[config.mk]
export PLATFORM = sky130hd
export DESIGN_NAME = mul_div_unit
export DESIGN_NICKNAME = d
export VERILOG_FILES = /design/src/rtl/mul_div_unit.sv
export SDC_FILE = /design/constraint.sdc
export NUM_CORES = 1
export LEC_CHECK = 0
export BUFFER_PORTS_ARGS = -buffer_cell sky130_fd_sc_hd__buf_2
export CAP_MARGIN = 20
export CORE_ASPECT_RATIO = 1.1
export CORE_UTILIZATION = 45
export CTS_CLUSTER_SIZE = 24
export DETAILED_ROUTE_END_ITERATION = 7
export HOLD_SLACK_MARGIN = 0.03
export SYNTH_ARGS = -nofsm -noshare
export SYNTH_HDL_FRONTEND = slang
export SYNTH_SLANG_ARGS = --single-unit
[constraint.sdc]
create_clock -name clk -period 5.81 [get_ports clk]
set_input_delay 1.162 -clock clk [delete_from_list [all_inputs] [get_ports clk]]
set_output_delay 1.162 -clock clk [all_outputs]
set_load 0.02 [all_outputs]
[src/rtl/mul_div_unit.sv]
// Iterative 32x32 multiply / divide unit with HI/LO result registers.
// Latency: 32 busy cycles after accept, results and done on the next edge; start is ignored while busy.
module mul_div_unit (
    input  logic        clk,
    input  logic        rst_n,
    input  logic        start,
    input  logic [1:0]  op,
    input  logic [31:0] a,
    input  logic [31:0] b,
    input  logic        flush,
    input  logic        hi_we,
    input  logic        lo_we,
    input  logic [31:0] wdata,
    output logic        busy,
    output logic        done,
    output logic [31:0] hi,
    output logic [31:0] lo
);

    typedef enum logic [1:0] {S_IDLE, S_RUN, S_DONE} state_t;

    state_t      state_q;
    logic [5:0]  cnt_q;
    logic        busy_q;
    logic        done_q;
    logic [31:0] hi_q;
    logic [31:0] lo_q;
    logic        is_div_q;
    logic        neg_q;
    logic        neg_r_q;
    logic        dz_q;
    logic [31:0] a_q;
    logic [31:0] mcand_q;
    logic [63:0] w_q;

    logic        a_neg_d;
    logic        b_neg_d;
    logic [31:0] a_mag_d;
    logic [31:0] b_mag_d;
    logic [32:0] sum_d;
    logic        ge_d;
    logic [31:0] sub_d;
    logic [63:0] w_d;
    logic [63:0] prod_d;
    logic [31:0] quo_d;
    logic [31:0] rem_d;
    logic [31:0] hi_fin_d;
    logic [31:0] lo_fin_d;

    // Operand conditioning: signed ops iterate on magnitudes, sign is fixed up at completion.
    always_comb begin
        a_neg_d = ~op[0] & a[31];
        b_neg_d = ~op[0] & b[31];
        a_mag_d = a_neg_d ? (~a + 32'd1) : a;
        b_mag_d = b_neg_d ? (~b + 32'd1) : b;
    end

    // One iteration step. Multiply keeps {partial, multiplier} in w_q; divide keeps {remainder, quotient}.
    always_comb begin
        sum_d = {1'b0, w_q[63:32]} + (w_q[0] ? {1'b0, mcand_q} : 33'd0);
        ge_d  = w_q[63:31] >= {1'b0, mcand_q};
        sub_d = w_q[62:31] - mcand_q;
        if (is_div_q) begin
            w_d = ge_d ? {sub_d, w_q[30:0], 1'b1} : {w_q[62:0], 1'b0};
        end else begin
            w_d = {sum_d, w_q[31:1]};
        end
    end

    always_comb begin
        prod_d = neg_q ? (~w_d + 64'd1) : w_d;
        quo_d  = neg_q ? (~w_d[31:0] + 32'd1) : w_d[31:0];
        rem_d  = neg_r_q ? (~w_d[63:32] + 32'd1) : w_d[63:32];
        if (!is_div_q) begin
            hi_fin_d = prod_d[63:32];
            lo_fin_d = prod_d[31:0];
        end else if (dz_q) begin
            hi_fin_d = a_q;
            lo_fin_d = 32'hFFFF_FFFF;
        end else begin
            hi_fin_d = rem_d;
            lo_fin_d = quo_d;
        end
    end

    always_ff @(posedge clk) begin
        if (!rst_n) begin
            state_q  <= S_IDLE;
            cnt_q    <= 6'd0;
            busy_q   <= 1'b0;
            done_q   <= 1'b0;
            hi_q     <= 32'd0;
            lo_q     <= 32'd0;
            is_div_q <= 1'b0;
            neg_q    <= 1'b0;
            neg_r_q  <= 1'b0;
            dz_q     <= 1'b0;
            a_q      <= 32'd0;
            mcand_q  <= 32'd0;
            w_q      <= 64'd0;
        end else begin
            done_q <= 1'b0;
            // MTHI/MTLO land whenever the unit is not iterating, including the done cycle.
            if (hi_we && !busy_q) hi_q <= wdata;
            if (lo_we && !busy_q) lo_q <= wdata;
            if (flush) begin
                state_q <= S_IDLE;
                busy_q  <= 1'b0;
            end else begin
                case (state_q)
                    S_RUN: begin
                        w_q   <= w_d;
                        cnt_q <= cnt_q + 6'd1;
                        if (cnt_q == 6'd31) begin
                            hi_q    <= hi_fin_d;
                            lo_q    <= lo_fin_d;
                            done_q  <= 1'b1;
                            busy_q  <= 1'b0;
                            state_q <= S_DONE;
                        end
                    end
                    default: begin
                        if (start) begin
                            state_q  <= S_RUN;
                            busy_q   <= 1'b1;
                            cnt_q    <= 6'd0;
                            is_div_q <= op[1];
                            neg_q    <= a_neg_d ^ b_neg_d;
                            neg_r_q  <= a_neg_d;
                            dz_q     <= (b == 32'd0);
                            a_q      <= a;
                            mcand_q  <= op[1] ? b_mag_d : a_mag_d;
                            w_q      <= {32'd0, op[1] ? a_mag_d : b_mag_d};
                        end else begin
                            state_q <= S_IDLE;
                        end
                    end
                endcase
            end
        end
    end

    assign busy = busy_q;
    assign done = done_q;
    assign hi   = hi_q;
    assign lo   = lo_q;

endmodule

==> metrics.cfg <==
[power]
pwr-share-seq = 0.316
p_leak_nw = 8.59
ir_drop_v = 0.000254
p_clk_frac = 0.391
p_per_area_mw_per_mm2 = 232
switching_power_mw = 1.84
intPower_mw = 3.09
sw_frac_of_total = 0.373
combPwrFrac = 0.293

[die]
coreArea_mm2 = 0.0414
io_pins = 170
die_y_um = 217
num_rows = 78
floorplan.initialDensity = 0.459
die_area_mm2 = 0.0430
die_x_um = 198

[timing]
skew_ns = 0.0488
finalSetupViolCount = 0
max_freq_mhz = 181
post-route-period-util = 0.949
rsz0062_at_grt = no
period_minus_slack_ns = 5.51
tns_ns = 0
setup_ws_ns = 0.298
hold_viol = 0
tightestPinTransition_ns = 1.22
relSlewSlack = 0.182
drv_slew = 0

[detailed_routing]
routed_via_density = 6.52
drtAntennaViolNets = 0
drt_first_pass_iters = 8
wl_per_cell_um = 27.4
num_vias = 21400
first_iter_violations = 2286
routed_wl_mm = 89.7
drc_errors = 0

[layout]
drive_above_1_share = 0.133
area_delta_synth_final_pct = 12.1
fillers = 4216
layout.cells.non_filler = 3278
fin_nets = 2871

[logic_synthesis]
async_reset_ff_frac = 0
synthCells = 2624
ys_seq_area_frac = 0.217
yosysTopAreaCellShare = 0.217
synthXorXnorAreaFrac = 0.0775
synth_area_leaders = dfxtp_1 (22%), nand2_1 (7.2%), a21oi_1 (5.5%), nor2_1 (5.0%), mux2i_1 (4.8%)
synth_flop_cell = dfxtp_1
ys_types = 105
synthMuxAreaShare = 0.0515
synth_edf_count = 0
synth-simple-area-share = 0.256
yosysTopAreaCell = dfxtp_1
synth_seq_cells = 206
synth.most_common_cell = nand2_1
synth_adder_area_share = 0.0476
synth.top_cells.by_count = nand2_1 (366), nor2_1 (255), a21oi_1 (210)
syn_area_per_cell_um2 = 7.23
synth_compound_area_frac = 0.293
syn-num-nets = 2799
netlist_area_mm2 = 0.0190
synth_warnings = 0
synth_top_family_by_area = compound AO/OA/AOI/OAI gates

[clocking]
cts.sinks = 206
clkTransAtPathRegs_ns = 0.07
cts_tree = yes
cts_root_buf = clkbuf_16
post_cts.repair.setup_buffers = 0
cts_resized = 0
htree_levels = 1
cts.path.max_buffers = 3
clk_latency_ns = 0.61
postCtsHoldBufs = 0
numCtsBuffers = 27

[grt]
overflow = 0
grt_pass1_wl_mm = 130
grt_usage = 0.409
grt_pass1_vias = 19800
grt_antenna_before_repair = 2
grt_start_max_net_pins = 99

[worst_setup_path]
crit_required_ns = 6.32
r2r_start = w_q[61]
start_kind = flip-flop
crit_fanout = 10
path_class = flip-flop to flip-flop
arrival_ns = 6.02
worstSetupStartpoint = w_q[61]
end_kind = flip-flop
rr_worst_depth = 19

[min_path]
hp-start = a_q[17]
hold_depth = 2
hold_class = flip-flop to flip-flop

[placed_design]
gp_congestion = 1.03
dpl.hpwl_mm = 69.4
pre_cts_ws_ns = 0.481
dp_cells = 3227
portBuffers = 169

[status]
outcome = complete, no violations

[flow_run]
maxCapViolCount = 0

==> sequential cells by signal, summed over array words and instances, names as in the netlist, 2 cells and up <==
name,count
a_q,32
state_q,2
cnt_q,6
mcand_q,32
hi,32
w_q,64
lo,32
==> worst max-delay path, cell delays in order, from the launching register on <==
cell and delay [ns]:
dfxtp_1 0.38, ha_1 0.38, nand4b_1 0.31, nor4_1 0.54, nand4_1 0.27, nand3_1 0.26
nor3_4 0.10, a311o_1 0.46, inv_1 0.14, ha_1 0.21, nand2_1 0.08, or3_1 0.33
nor4_1 0.17, a211oi_1 0.16, or3_4 0.41, nand4b_4 0.28, o21ai_0 0.34, xnor2_1 0.17
a221oi_1 0.10, a221oi_1 0.31
==> path summary, 6_finish.rpt <==
kind             end  slack (ns)
max           hi[16]        0.30
min          a_q[17]        0.46
max reg2reg   hi[16]        0.30
min reg2reg  a_q[17]        0.46
==> logic make-up (layout without fill, tap and decap cells) <==
group | count (synthesis) | in the layout
simple gates | 1018 | 1018
mux | 97 | 97
fa+ha+maj | 71 | 71
flops | 206 | 206
xor+xnor | 168 | 168
other cells | 0 | 1
compound gates | 799 | 799
buf+inv | 265 | 358
==> stage by stage <==
step / util / power (mW) / instance area [µm²] / hold slack [ns]
3_3_place_gp: 0.490 / 2.98 / 20300 / 0.445
2_1_floorplan: - / 2.45 / 19000 / 0.431
5_1_grt: 0.514 / 5.08 / 21300 / 0.484
6_report: 0.514 / 4.94 / 21300 / 0.456
4_1_cts: 0.514 / 4.90 / 21300 / 0.455
3_5_place_dp: 0.490 / 2.99 / 20300 / 0.446
==> cells in the final DEF (no fill, tap or decap), drive strengths merged, types with 25 or more instances in the layout <==
master | Yosys | final
a211oi | 60 | 60
o21ai | 136 | 136
a21oi | 213 | 213
nor4 | 25 | 25
buf | 52 | 236
o31ai | 30 | 30
inv | 70 | 73
ha | 69 | 69
and2 | 53 | 53
clkbuf | 141 | 30
a21o | 29 | 29
nand3 | 47 | 47
a221oi | 49 | 49
nor2 | 256 | 256
xor2 | 74 | 74
nand4 | 52 | 52
nor3 | 66 | 66
a31oi | 31 | 31
o211ai | 58 | 58
xnor2 | 94 | 94
nand2 | 366 | 366
mux2i | 91 | 91
dfxtp | 206 | 206
==> area by class of cell <==
class / instances / area [µm²] / share of cell area
Tap cell: 560 / 701 / 0.0329
Multi-Input combinational cell: 2153 / 13800 / 0.649
Clock inverter: 20 / 298 / 0.0140
Timing Repair Buffer: 236 / 1360 / 0.0640
Antenna cell: 1 / 2.50 / 0.000118
Sequential cell: 206 / 4130 / 0.194
Inverter: 72 / 273 / 0.0128
Clock buffer: 30 / 697 / 0.0328
==> power by group through the flow <==
| stage | Sequential [mW] | Clock (mW) | Combinational [mW] |
|---|---|---|---|
| final | 1.56 | 1.93 | 1.45 |
| after floorplan | 1.59 | 0 | 0.865 |
| after global routing | 1.57 | 1.99 | 1.53 |
| after global placement | 1.59 | 0 | 1.40 |
| after CTS | 1.56 | 1.93 | 1.41 |
| after detailed placement | 1.59 | 0 | 1.40 |
==> routing by layer <==
layer | vias to the layer above | GRT usage | share of wire
met4 | 2 | 0.318 | 0.088
li1 | 9764 | - | -
met1 | 10300 | 0.488 | 0.39
met3 | 298 | 0.0587 | 0.068
met5 | - | 0 | 0.00010
met2 | 1016 | 0.661 | 0.46
Power figures use the tool's default switching activity.
